<file path="config.mk">
export PLATFORM = sky130hd
export DESIGN_NAME = freq_meas_ctrl
export DESIGN_NICKNAME = d
export VERILOG_FILES = /design/src/rtl/freq_meas_pkg.sv /design/src/rtl/freq_meas_ctrl_sig_edge_counter.sv /design/src/rtl/freq_meas_ctrl.sv
export SDC_FILE = /design/constraint.sdc
export NUM_CORES = 1
export LEC_CHECK = 0
export ABC_AREA = 0
export CORE_MARGIN = 3
export CORE_UTILIZATION = 39
export CTS_CLUSTER_SIZE = 10
export DETAILED_ROUTE_END_ITERATION = 10
export PLACE_DENSITY = 0.67
export SLEW_MARGIN = 30
export SYNTH_ARGS = -nofsm -noshare
export SYNTH_HDL_FRONTEND = slang
export SYNTH_SLANG_ARGS = --single-unit
</file>
<file path="constraint.sdc">
create_clock -name clock -period 3.5 [get_ports clock]
set_input_delay 0.875 -clock clock [delete_from_list [all_inputs] [get_ports clock]]
set_output_delay 0.875 -clock clock [all_outputs]
set_load 0.01 [all_outputs]
</file>
<file path="src/rtl/freq_meas_pkg.sv">
// Shared types and defaults for the frequency measurement controller.
package freq_meas_pkg;

  typedef enum logic [1:0] {
    IDLE = 2'd0,
    ARM  = 2'd1,
    GATE = 2'd2,
    HOLD = 2'd3
  } state_e;

  localparam int unsigned DEF_GATE_CYCLES = 32'd1000000;
  localparam int          DEF_CNT_W       = 32;

endpackage

</file>
<file path="src/rtl/freq_meas_ctrl_sig_edge_counter.sv">
// Synchronizes sig_in, detects rising edges and counts them with saturation.
// count/sat present the value including the current cycle's edge, so a
// consumer latching them on the final enabled cycle sees every edge.
module sig_edge_counter #(
  parameter int CNT_W = 32
) (
  input  logic             clock,
  input  logic             reset,
  input  logic             sig_in,
  input  logic             clear,
  input  logic             enable,
  output logic [CNT_W-1:0] count,
  output logic             sat
);

  // sync_q[1:0] is the two-flop synchronizer, sync_q[2] the delayed copy
  logic [2:0]       sync_q, sync_d;
  logic [CNT_W-1:0] cnt_q, cnt_d;
  logic             sat_q, sat_d;
  logic             rise;

  assign rise  = sync_q[1] & ~sync_q[2];
  assign count = cnt_d;
  assign sat   = sat_d;

  // Shift the asynchronous input through the synchronizer and delay flop
  always_comb begin
    sync_d = {sync_q[1:0], sig_in};
  end

  // Saturating edge counter; an edge at full scale only raises sat
  always_comb begin
    cnt_d = cnt_q;
    sat_d = sat_q;
    if (clear) begin
      cnt_d = '0;
      sat_d = 1'b0;
    end else if (enable && rise) begin
      if (&cnt_q) begin
        sat_d = 1'b1;
      end else begin
        cnt_d = cnt_q + CNT_W'(1);
      end
    end
  end

  // State registers
  always_ff @(posedge clock or posedge reset) begin
    if (reset) begin
      sync_q <= '0;
      cnt_q  <= '0;
      sat_q  <= 1'b0;
    end else begin
      sync_q <= sync_d;
      cnt_q  <= cnt_d;
      sat_q  <= sat_d;
    end
  end

endmodule

</file>
<file path="src/rtl/freq_meas_ctrl.sv">
// Gated frequency counter: counts sig_in rising edges over GATE_CYCLES clocks
// and hands the result over a valid/ready handshake.
// Optional macro FREQ_MEAS_CONTINUOUS_EN: accepting a result re-arms the next
// measurement immediately, and abort is also honoured in HOLD.
module freq_meas_ctrl
  import freq_meas_pkg::*;
#(
  parameter int unsigned GATE_CYCLES = DEF_GATE_CYCLES,
  parameter int          CNT_W       = DEF_CNT_W
) (
  input  logic             clock,
  input  logic             reset,
  input  logic             start,
  input  logic             abort,
  input  logic             sig_in,
  input  logic             result_ready,
  output logic             busy,
  output logic             result_valid,
  output logic [CNT_W-1:0] result_count,
  output logic             overflow
);

  state_e           state_q, state_d;
  logic [31:0]      timer_q, timer_d;
  logic [CNT_W-1:0] result_count_q, result_count_d;
  logic             overflow_q, overflow_d;
  logic [CNT_W-1:0] edge_count;
  logic             edge_sat;
  logic             gate_last;

  assign gate_last    = (timer_q == GATE_CYCLES - 32'd1);
  assign busy         = (state_q == ARM) || (state_q == GATE);
  assign result_valid = (state_q == HOLD);
  assign result_count = result_count_q;
  assign overflow     = overflow_q;

  sig_edge_counter #(
    .CNT_W (CNT_W)
  ) u_edge_counter (
    .clock  (clock),
    .reset  (reset),
    .sig_in (sig_in),
    .clear  (state_q == ARM),
    .enable (state_q == GATE),
    .count  (edge_count),
    .sat    (edge_sat)
  );

  // Measurement sequencing: IDLE -> ARM (1 cycle) -> GATE -> HOLD
  always_comb begin
    state_d = state_q;
    case (state_q)
      IDLE: if (start) state_d = ARM;
      ARM:  state_d = abort ? IDLE : GATE;
      GATE: begin
        if (abort)          state_d = IDLE;
        else if (gate_last) state_d = HOLD;
      end
      HOLD: begin
`ifdef FREQ_MEAS_CONTINUOUS_EN
        if (abort)             state_d = IDLE;
        else if (result_ready) state_d = ARM;
`else
        if (result_ready)      state_d = IDLE;
`endif
      end
      default: state_d = IDLE;
    endcase
  end

  // Gate timer and result capture; abort on the last gate cycle skips capture
  always_comb begin
    timer_d        = timer_q;
    result_count_d = result_count_q;
    overflow_d     = overflow_q;
    if (state_q == ARM) begin
      timer_d    = '0;
      overflow_d = 1'b0;
    end
    if (state_q == GATE) begin
      timer_d = timer_q + 32'd1;
      if (gate_last && !abort) begin
        result_count_d = edge_count;
        overflow_d     = edge_sat;
      end
    end
  end

  // State registers
  always_ff @(posedge clock or posedge reset) begin
    if (reset) begin
      state_q        <= IDLE;
      timer_q        <= '0;
      result_count_q <= '0;
      overflow_q     <= 1'b0;
    end else begin
      state_q        <= state_d;
      timer_q        <= timer_d;
      result_count_q <= result_count_d;
      overflow_q     <= overflow_d;
    end
  end

endmodule

</file>
# ---- Word level (Yosys, flattened, before mapping)
# Index checks and enable logic that the tools add are counted.
dict set report totals {
  elab_cells 44
  output_inout_bits 35
  inputBits 6
  register_bits 103
}
dict set report classes {
  bitwise 2
  add_sub_neg 2
  reduce_logical 9
  muxes 17
  eq_ne 7
}
# cell n
set op_table {}
lappend op_table {{$mux 32} 5}
lappend op_table {{$add 32x1->32 const B} 2}
lappend op_table {{$eq 32x20->1 const B} 1}
lappend op_table {{$reduce_and 32->1} 1}
lappend op_table {{$mux 2} 5}
lappend op_table {{$pmux 2 s4} 1}
lappend op_table {{$mux 1} 6}
lappend op_table {{$eq 2x2->1 const B} 2}
lappend op_table {{$ne 2x2->1 const B} 2}
lappend op_table {{$ne 3x3->1 const B} 1}
lappend op_table {{$reduce_and 3->1} 1}
lappend op_table {{$eq 2x1->1 const B} 1}
lappend op_table {{$logic_and 1x1->1} 2}
lappend op_table {{$logic_not 2->1} 1}
lappend op_table {{$reduce_and 2->1} 1}
lappend op_table {{$reduce_bool 2->1} 1}
lappend op_table {{$and 1x1->1} 1}
lappend op_table {{$logic_not 1->1} 1}
lappend op_table {{$logic_or 1x1->1} 1}
lappend op_table {{$not 1->1} 1}

# ---- Depth between registers and ports, before layout
dict set report logic_depth {
  ltp_word 7
  depth_mapped 9
  ltp_nobuf 8
}

# ---- Cells and area by module
# A second synthesis with hierarchy kept.
dict set report unflattened {
  hier_cells 525
  hier_area_um2 5431.5
}
# mod seq_area_each_um2 instances area_per_inst_um2 cells_each
set modules_own_cells {}
lappend modules_own_cells {freq_meas_ctrl 1676.6 1 3369.5 306}
lappend modules_own_cells {sig_edge_counter 900.9 1 2062.0 219}

# ---- Worst setup path before layout
# No wires, ideal clock.
dict set report synth_timing {
  path_kind {flip-flop to flip-flop}
  start {reg state_q[0]}
  end {reg u_edge_counter.cnt_q[20]}
  setup_slack_ns 1.275
  path_buffers 1
  synth_period_minus_slack_ns 2.225
  setup_ns 0.132
  required_ns 3.368
  stages_incl_launch_ff 10
  arrival_ns 2.094
  path_cell_list {dfrtp_1 -> inv_1 -> ha_1 -> nand2_1 -> or2_1 -> clkbuf_1 -> nor4_2 -> nor4b_1 -> xnor2_1 -> nor2_1}
}
dict set report synth_via {
  elab_chain_cells 4
  word_cells_on_any_way 5
  classes_between {2 x eq/ne; 2 x mux; 1 x reduce/logical}
}
# item line
set synth_rtl {}
lappend synth_rtl {{start: declaration} freq_meas_ctrl.sv:23} ;# state_e state_q, state_d;
lappend synth_rtl {{start signal: assignment} freq_meas_ctrl.sv:97} ;# state_q <= state_d;
lappend synth_rtl {{$eq 2x2->1} freq_meas_ctrl.sv:44} ;# .enable (state_q == GATE),
lappend synth_rtl {{$logic_and 1x1->1} freq_meas_ctrl_sig_edge_counter.sv:38} ;# end else if (enable && rise) begin
lappend synth_rtl {{$mux 32} freq_meas_ctrl_sig_edge_counter.sv:38}
lappend synth_rtl {{$mux 32 (*)} freq_meas_ctrl_sig_edge_counter.sv:35} ;# if (clear) begin
lappend synth_rtl {{via edge_count[20]} freq_meas_ctrl.sv:27} ;# logic [CNT_W-1:0] edge_count;
lappend synth_rtl {{end signal: assignment} freq_meas_ctrl_sig_edge_counter.sv:55} ;# cnt_q <= cnt_d;
lappend synth_rtl {{end: declaration} freq_meas_ctrl_sig_edge_counter.sv:18} ;# logic [CNT_W-1:0] cnt_q, cnt_d;
# Mark *: on every way through the listed nets, which the timed path passes. The rest lies on a longest branch.
# A chain may end at the register's enable or synchronous reset.

# ---- Worst setup path after layout
dict set report layout_timing {
  start {reg state_q[0]}
  end {out busy}
}
dict set report layout_via {
  elab_chain_cells 2
  word_cells_on_any_way 3
  classes_between {2 x eq/ne; 1 x reduce/logical}
}
# item line
set layout_rtl {}
lappend layout_rtl {{$eq 2x1->1 or $eq 2x2->1 (tied branches)} freq_meas_ctrl.sv:32} ;# assign busy = (state_q == ARM) || (state_q == GATE);
lappend layout_rtl {{$logic_or 1x1->1 (*)} freq_meas_ctrl.sv:32}
lappend layout_rtl {{end: declaration} freq_meas_ctrl.sv:17} ;# output logic busy,
# Mark *: on every way between the ends. The rest lies on a longest branch, timed or not.

==> results.tsv <==
metric	value	unit
startpoint_type	flop	
maxSlewHeadroom	0.535	
worstHoldPathCells	0	
ir_drop	0.203	mV
synth_compound_area_frac	0.0615	
drive_above_1_share	0.0688	
place_ws	0.935	ns
vias	3692	
holdBufCountCts	0	
critPathMaxStageDelay	0.60	ns
finalSetupTns	0	ns
r2r_slack	0.91	ns
num_rows	40	
syn_inst	495	
final_nets	546	
critPathBufInv	2	
endpoint_kind	primary output	
antenna_found_initial	0	
synthArstFlopShare	1.00	
multi_input_area	2140	um^2
synth_top_family_by_area	simple AND/OR/NAND/NOR gates	
post-route-util	0.471	
setup_slack	0.691	ns
slew_violations	0	
cap_violations	0	
pwr_density_cell	473	nW/um^2
ys_types	36	
crit_type	flop to primary output	
drc	0	
syn-num-nets	507	
port-buffer-count	40	
root_buffer	clkbuf_16	
holdWs	0.358	ns
crit_cells	3	
critPathArrivalTime	1.93	ns
cts_buffers	9	
hp-start	u_edge_counter.sync_q[0]	
hold_viol	0	
grt_max_degree	40	
nFillCells	1103	
clock_sinks	103	
synth_xor_area_frac	0.0995	
die_h	117	um
ant_nets	0	
fin_skew	0.00697	ns
first_pass_iters	4	
worst_path_max_delay_cell	clkdlybuf4s50_1	
num_antenna_cells	0	
synth_fa_ha_area_frac	0.0155	
gp_congestion	0.838	
hold_class	flop to flop	
grt_use_total	0.158	
start_util	0.401	
die_width	117	um
regToRegEndpoint	result_count[13]	
status	finished, final reports clean	
ios	41	
wl	10.4	mm
syn_to_final_growth	17.3	%
avgRoutedWirePerCell	14.7	um
avgSynthCellArea	9.78	um^2
setup-violations-final	0	
synth.ff_latch_count	103	
cp_max_fo	13	
insertion_delay	0.35	ns
synth_simple_gate_area_share	0.257	
required	2.62	ns
leakage	0.00236	uW
rr_worst_depth	6	
fmax	0.356	GHz
grt_first_pass_wirelength	17.9	mm
drt_iter0_markers	272	
core	12100	um^2
synthTopCellsByArea	dfrtp_1 (53%), nor2_1 (6.0%), xor2_1 (5.4%), xnor2_1 (4.5%), nand2_1 (4.4%)	
ys_seq_area_frac	0.533	
synth.most_common_cell	dfrtp_1	
muxShareOfSynthArea	0.00827	
grt_pass1_vias	3656	
tightest_slew	0.691	ns
seqCellArea	2580	um^2
cts_tree	built	
power	2690	uW
synth_edf_count	0	
htree_levels	3	
cp_cell_sequence	inv_1 > ha_1 > clkdlybuf4s50_1	
place_hpwl	7.34	mm
dominantRegCellSynth	dfrtp_1	
path_clk_slew	0.06	ns
max-clock-path-buffers	2	
synth_top_area_share	0.533	
ys_top_cells_by_count	dfrtp_1 (103), nor2_1 (78), nand2_1 (57), nand4_1 (32), xor2_1 (30)	
dieArea	13800	um^2
fin_crit	2.81	ns
via_per_inst	5.23	
r2r_start	timer_q[6]	
yosys_warnings	0	
yosysTopAreaCell	dfrtp_1	
overflow	0	
cts_resized	0	
rsz0062_at_grt	no	
synth_area	4840	um^2
cts_setup_buffers	0	
cp_top_family	buffers and inverters	
post-route-period-util	0.803	
hold_end	u_edge_counter.sync_q[1]	
report_power, final:
part,leakage [uW],switching (uW),internal (uW)
sequential,0.00136,32.0,1230
combinational,0.000875,348,161
clock,0.000125,421,497
logic make-up after synthesis:
family,Yosys count
compound gates,48
xor+xnor,55
fa+ha+maj,6
buf+inv,28
flops,103
mux,4
simple gates,251
area by class of cell:
| class | count | share of cell area |
|---|---|---|
| well taps | 168 | 0.0370 |
| flip-flops and latches | 103 | 0.454 |
| clock buffers | 12 | 0.0434 |
| multi-input cells | 364 | 0.376 |
| clock inverters | 3 | 0.00353 |
| inverters | 10 | 0.00727 |
| repair buffers | 46 | 0.0784 |
metrics by stage:
| step | area, um^2 | std cells |
|---|---|---|
| floorplan | 4840 | 495 |
| global placement | 5410 | 691 |
| detailed placement | 5410 | 691 |
| CTS | 5680 | 706 |
| global route | 5680 | 706 |
| finish | 5680 | 706 |
flip-flops by register name, indices dropped and copies added (netlist names):
signal / count
u_edge_counter.cnt_q: 32
overflow: 1
result_count: 32
state_q: 2
u_edge_counter.sync_q: 3
u_edge_counter.sat_q: 1
timer_q: 32
worst max path at each step:
stage	from	endpoint	slack (ns)
floorplan	state_q[0]	u_edge_counter.cnt_q[20]	1.27
global placement	timer_q[6]	result_count[15]	1.0
detailed placement	timer_q[6]	result_count[13]	0.94
CTS	state_q[1]	busy	0.68
global route	state_q[0]	busy	0.59
finish	state_q[0]	busy	0.69
cells in the final DEF, fill, tap and decap left out, types with 3 or more instances in the layout:
cell type / n
clkbuf_16: 9
o21ai_2: 10
clkinvlp_4: 3
xnor2_1: 25
nand3_1: 25
mux2i_1: 4
and3_1: 8
nand2_1: 57
nor3_1: 14
dfrtp_1: 103
nand4_1: 32
ha_1: 6
nor4_1: 9
nor2b_1: 4
a21oi_1: 3
buf_4: 6
inv_1: 9
or3_1: 3
nor2_1: 78
and4_1: 9
clkdlybuf4s50_1: 40
o31ai_1: 3
o21ai_0: 27
xor2_1: 30
routing by layer:
metal	GRT usage	wire [um]	vias up	part of all wire
met4	0.0477	123	0	0.012
met2	0.267	5160	71	0.50
met3	0.0366	469	10	0.045
met1	0.202	4610	1823	0.44
met5	0	0	-	0
li1	-	-	1788	-
Note: power is estimated with default switching activity, not from simulation.
